### src/rtl/text_writer.sv
// text_writer: write-side client of the dual-port text framebuffer.
// Takes ASCII bytes on a valid/ready stream, tracks a character cursor and
// issues framebuffer writes, blanking the whole screen after reset or a form feed.
//
// Handshake: a byte is transferred on a rising clk edge where in_valid and
// in_ready are both high. in_ready is a registered output that is high only in
// IDLE, so one byte per cycle can be taken. A source that sees in_ready low must
// hold in_valid and in_data until the transfer happens. in_data is ignored while
// in_valid is low.
module text_writer #(
  parameter int COLS = 80,
  parameter int ROWS = 60,
  parameter int data_width = 8,
  parameter int ram_size = COLS * ROWS,
  parameter int addr_width = $clog2(ram_size),
  parameter logic [data_width-1:0] BLANK = 8'h20
) (
  input  logic                      clk,
  input  logic                      rst,
  input  logic                      in_valid,
  input  logic [data_width-1:0]     in_data,
  output logic                      in_ready,
  output logic                      write_en,
  output logic [addr_width-1:0]     waddr,
  output logic [data_width-1:0]     din,
  output logic [$clog2(COLS)-1:0]   cursor_col,
  output logic [$clog2(ROWS)-1:0]   cursor_row
);

  localparam int col_w = $clog2(COLS);
  localparam int row_w = $clog2(ROWS);

  localparam logic [col_w-1:0]      LAST_COL  = col_w'(COLS - 1);
  localparam logic [row_w-1:0]      LAST_ROW  = row_w'(ROWS - 1);
  localparam logic [addr_width-1:0] LAST_ADDR = addr_width'(ram_size - 1);
  localparam logic [addr_width-1:0] COLS_A    = addr_width'(COLS);
  localparam logic [addr_width-1:0] ONE_A     = addr_width'(1);
  localparam logic [col_w-1:0]      ONE_C     = col_w'(1);
  localparam logic [row_w-1:0]      ONE_R     = row_w'(1);

  localparam logic [data_width-1:0] CH_BS    = data_width'(8'h08);
  localparam logic [data_width-1:0] CH_LF    = data_width'(8'h0A);
  localparam logic [data_width-1:0] CH_FF    = data_width'(8'h0C);
  localparam logic [data_width-1:0] CH_CR    = data_width'(8'h0D);
  localparam logic [data_width-1:0] CH_FIRST = data_width'(8'h20);
  localparam logic [data_width-1:0] CH_LAST  = data_width'(8'h7E);

  typedef enum logic {
    CLEAR = 1'b0,
    IDLE  = 1'b1
  } state_t;

  // Visible by hierarchical name for checkers that want to follow the FSM.
  state_t                state;
  logic [addr_width-1:0] clr_cnt;
  // Linear framebuffer address of the cursor, kept equal to row*COLS+col.
  logic [addr_width-1:0] cur_addr;
  logic [col_w-1:0]      col;
  logic [row_w-1:0]      row;

  logic accept;
  logic printable;
  logic [addr_width-1:0] col_a;

  // Decode of the incoming byte and the handshake.
  always_comb begin
    accept    = in_valid && in_ready;
    printable = (in_data >= CH_FIRST) && (in_data <= CH_LAST);
    col_a     = addr_width'(col);
  end

  // Clear sweep, byte interpretation, cursor tracking and registered write port.
  always_ff @(posedge clk) begin
    if (rst) begin
      state    <= CLEAR;
      clr_cnt  <= '0;
      cur_addr <= '0;
      col      <= '0;
      row      <= '0;
      write_en <= 1'b0;
      waddr    <= '0;
      din      <= '0;
      in_ready <= 1'b0;
    end else begin
      case (state)
        CLEAR: begin
          write_en <= 1'b1;
          waddr    <= clr_cnt;
          din      <= BLANK;
          in_ready <= 1'b0;
          if (clr_cnt == LAST_ADDR) begin
            state   <= IDLE;
            clr_cnt <= '0;
          end else begin
            clr_cnt <= clr_cnt + ONE_A;
          end
        end

        IDLE: begin
          write_en <= 1'b0;
          in_ready <= 1'b1;
          if (accept) begin
            if (in_data == CH_CR) begin
              col      <= '0;
              cur_addr <= cur_addr - col_a;
            end else if (in_data == CH_LF) begin
              col <= '0;
              if (row == LAST_ROW) begin
                row      <= '0;
                cur_addr <= '0;
              end else begin
                row      <= row + ONE_R;
                cur_addr <= cur_addr - col_a + COLS_A;
              end
            end else if (in_data == CH_BS) begin
              // No reverse line wrap: backspace at column 0 does nothing.
              if (col != '0) begin
                col      <= col - ONE_C;
                cur_addr <= cur_addr - ONE_A;
                write_en <= 1'b1;
                waddr    <= cur_addr - ONE_A;
                din      <= BLANK;
              end
            end else if (in_data == CH_FF) begin
              // The first blank write goes out with the FF itself, so the sweep
              // continues from address 1.
              col      <= '0;
              row      <= '0;
              cur_addr <= '0;
              state    <= CLEAR;
              clr_cnt  <= ONE_A;
              in_ready <= 1'b0;
              write_en <= 1'b1;
              waddr    <= '0;
              din      <= BLANK;
            end else if (printable) begin
              write_en <= 1'b1;
              waddr    <= cur_addr;
              din      <= in_data;
              // Linear address steps by one except on the full-screen wrap.
              if (col == LAST_COL) begin
                col <= '0;
                if (row == LAST_ROW) begin
                  row      <= '0;
                  cur_addr <= '0;
                end else begin
                  row      <= row + ONE_R;
                  cur_addr <= cur_addr + ONE_A;
                end
              end else begin
                col      <= col + ONE_C;
                cur_addr <= cur_addr + ONE_A;
              end
            end
          end
        end

        default: state <= CLEAR;
      endcase
    end
  end

  // Cursor outputs are the cursor registers themselves.
  always_comb begin
    cursor_col = col;
    cursor_row = row;
  end

endmodule

### config.mk
export PLATFORM = sky130hd
export DESIGN_NAME = text_writer
export DESIGN_NICKNAME = d
export VERILOG_FILES = /design/src/rtl/text_writer.sv
export SDC_FILE = /design/constraint.sdc
export NUM_CORES = 1
export LEC_CHECK = 0
export BUFFER_PORTS_ARGS = -buffer_cell sky130_fd_sc_hd__buf_2
export CAP_MARGIN = 30
export CORE_UTILIZATION = 30
export DETAILED_ROUTE_END_ITERATION = 16
export GPL_TIMING_DRIVEN = 0
export HOLD_SLACK_MARGIN = 0.15
export PLACE_DENSITY = 0.53
export SLEW_MARGIN = 20
export SYNTH_ARGS = -nofsm -noshare
export SYNTH_HDL_FRONTEND = slang
export SYNTH_SLANG_ARGS = --single-unit
### constraint.sdc
create_clock -name clk -period 4.3 [get_ports clk]
set_input_delay 0 -clock clk [delete_from_list [all_inputs] [get_ports clk]]
set_output_delay 0 -clock clk [all_outputs]
set_load 0.01 [all_outputs]
==> metrics.txt <==
status=complete, no violations; fin cells=882; CP dominant cell by count=inv_1; hold_sp=in_data[0]; Die ar.=16000 um2; die width=roughly 130 um; Comb pwr share=4.3%; Max Cap Viol=0; clock buffer depth=2; Hold Vio Cnt, Final=0; net switching power=approximately 330 uW; hold path depth=4; Seq/Total Area, Yosys=a little over a quarter; largest net degree at the start of global routing=12; crit path cell chain=clkbuf_1, inv_1, ha_1, inv_1, fa_1, a21o_1, a221o_1, a2111oi_2, o21ai_0, a211oi_1, a211o_1, a311oi_1; Synth Register Bits=63; via count=roughly 5k; CP endpoint kind=flop; Clk pin slew, worst setup/hold paths=0.06 ns; Clock Latency Late Sink=around 0.35 ns; nets=roughly 720; H-tree levels=3; GRT overflow=0; post-placement cell count=between 800 and 900; antenna violations before repair=0; GP Congestion=0.942; I/O pin cnt=47; Gates resized, CTS repair=0; setup TNS=0 ns; syn avg cell area=between 7 and 8 um2; Pint=between 1 and 1.5 mW; All-Layer GR Usage=between 20% and 30%; Worst R2R Start=cur_addr[0]$_SDFFE_PP0P_; Sequential Power Share=42.0%; area growth from synthesis to layout=18.1%; endpoints failing setup=0; TritonRoute pass-1 iters=5; EDFF count, synth=0; final WL=16.1 mm; YS warnings=0; max-slew violation count=0; number of global-route vias before repair=between 4k and 5k; sw frac=around 23%; hold worst-path end=din[0]$_SDFFE_PP0P_; first-pass GRT wire length=~25 mm; Max Fclk=around 280 MHz; post-route ant nets=0; Clock Power Share=~54%; FILL cells=approximately 1.6k; slowest cell on the critical path=a211oi_1; hold crit path type=in -> reg; Netlist cell types=70; Worst R2R End=cur_addr[10]$_SDFFE_PP0P_; Synth Flop Type=dfxtp_1; CP max FO=10; row cnt=between 40 and 50; Post-synth ARST share=0%; CTS tree=built; largest stage delay on the critical path=about 0.5 ns; overall power=1.42 mW; Antenna Cells=0; Post-Route Utilization=roughly 36%; Die Ht=between 100 and 150 um; R2R setup slack=around 0.77 ns; Pwr Density=between 200 and 300 nW/um2; peak supply drop=0.209 mV; Clock Sinks=63; worst setup path class=reg -> reg; fraction of layout cells with a size suffix above 1=between 10% and 20%; clk root buf=clkbuf_16; register area=between 1000 and 1500 um2; Worst Max-Slew Pin Slew=between 0.8 and 0.9 ns; Starting DRT DRC Count=438; Startpoint Class=flop; CP Data Arrival Time=~3.7 ns; Lkg Pwr=just under 2 nW; Final period util=between 80% and 90%; routed vias/inst=between 5 and 6; Final min period=3.53 ns; Syn Nets=653; FF-to-FF path depth=12; Post-Syn Instances=between 600 and 700; drt drc=0; Buffers on Ports=44; Detail Placement HPWL=around 12 mm; area taken by multi-input logic gates=approximately 3100 um2; Initial Utilization=30.6%; required time worst endpoint=between 4 and 5 ns; core area=around 15000 um2; clk_skew=around 0.010 ns; total CTS buffers=9; Syn Std Cell Area=around 4600 um2; relative slew slack=approximately 44%; RSZ-0062 raised after global routing=false; Routed WL per cell=18.3 um
==> area by class of cell <==
class / count / share of cell area (%)
flip-flops and latches: 63 / 23.0
inverters: 19 / 1.30
well taps: 188 / 4.30
clock inverters: 5 / 1.03
multi-input cells: 501 / 57.2
plain buffers: 43 / 3.18
clock buffers: 11 / 4.62
repair buffers: 52 / 5.39
==> power by group through the flow <==
stage	Clock (mW)	Combinational, mW	Sequential, mW
final	0.760	0.0614	0.594
after CTS	0.777	0.0607	0.594
after floorplan	0	0.0305	0.606
after global routing	0.804	0.0659	0.594
after global placement	0	0.0547	0.606
after detailed placement	0	0.0556	0.607
==> routing by layer <==
| metal | share of wire [%] | up-vias | wire length, um | global-route usage, % |
|---|---|---|---|---|
| li1 | - | 2439 | - | - |
| met1 | 44 | 2365 | 7060 | 25.4 |
| met2 | 46 | 210 | 7370 | 33.6 |
| met3 | 6.6 | 38 | 1060 | 4.05 |
| met4 | 4.0 | 0 | 639 | 11.3 |
| met5 | 0 | - | 0 | 0 |
==> sequential cells by signal, indices dropped and copies added, names as in the netlist <==
register	cells
cursor_row	6
write_en	1
cur_addr	13
cursor_col	7
waddr	13
clr_cnt	13
in_ready	1
din	8
state	1
==> cells by family after synthesis <==
group / Yosys count / share of synthesized area, %
flip-flops: 63 / 27.2
XOR/XNOR: 29 / 5.48
AND/OR/NAND/NOR: 251 / 27.7
buffers and inverters: 62 / 5.29
multiplexers: 1 / 0.486
adder cells (fa/ha/maj): 16 / 4.48
AO/OA/AOI/OAI: 204 / 29.4
==> layout by cell type, fill, tap and decap left out, types with 9 or more instances in the layout <==
cell | Yosys | final
a211oi_1 | 17 | 17
a21oi_1 | 59 | 59
and3_1 | 9 | 9
buf_2 | 10 | 55
clkbuf_1 | 29 | 29
clkbuf_16 | 0 | 9
dfxtp_1 | 63 | 63
ha_1 | 15 | 15
inv_1 | 18 | 18
nand2_1 | 63 | 63
nand2b_1 | 18 | 18
nand3_1 | 31 | 31
nand4_1 | 11 | 11
nor2_1 | 54 | 54
nor3_1 | 19 | 19
nor4_1 | 9 | 9
o211ai_1 | 14 | 14
o21ai_0 | 42 | 42
xnor2_1 | 20 | 20
xor2_1 | 9 | 9
==> critical path: cells and delay by family (launching register included) <==
kind            cells  cell delay (ns)
compound gates      7             2.05
fa+ha+maj           2             0.58
buf+inv             3             0.44
flops               1             0.31
==> how the worst max path moves through the flow <==
stage	start	end	slack (ns)	depth (start not counted)
after global routing	cur_addr[0]$_SDFFE_PP0P_	cur_addr[10]$_SDFFE_PP0P_	0.54	12
after floorplan	cur_addr[0]$_SDFFE_PP0P_	cur_addr[11]$_SDFFE_PP0P_	1.24	12
final	cur_addr[0]$_SDFFE_PP0P_	cur_addr[10]$_SDFFE_PP0P_	0.77	12
after CTS	cur_addr[0]$_SDFFE_PP0P_	cur_addr[10]$_SDFFE_PP0P_	0.80	12
after detailed placement	cur_addr[0]$_SDFFE_PP0P_	cur_addr[10]$_SDFFE_PP0P_	0.81	12
after global placement	cur_addr[0]$_SDFFE_PP0P_	cur_addr[10]$_SDFFE_PP0P_	0.81	12
==> cells in the mapped netlist (all sizes together) (18+ instances only) <==
cell     n  area, um2
nand3   31        155
o21ai   44        235
nand2   63        236
a21oi   60        304
dfxtp   63       1260
nand2b  18        113
nor2    55        209
nor3    19       95.1
xnor2   20        175
inv     18       67.6
a211oi  19        153
clkbuf  29        109
==> metrics by stage <==
stage	setup slack (ns)	hold WS (ns)	cell area [um2]
after detailed placement	0.813	0.308	5100
after global placement	0.814	0.302	5090
after global routing	0.539	0.273	5480
after CTS	0.798	0.232	5480
final	0.767	0.242	5480
after floorplan	1.24	0.136	4640
==> what timing repair did <==
| action | in CTS | in global routing |
|---|---|---|
| buffers inserted | 0 | 0 |
| hold endpoints to repair | 7 | 0 |
| hold buffers | 7 | 0 |
(Power assumes the default switching activity.)
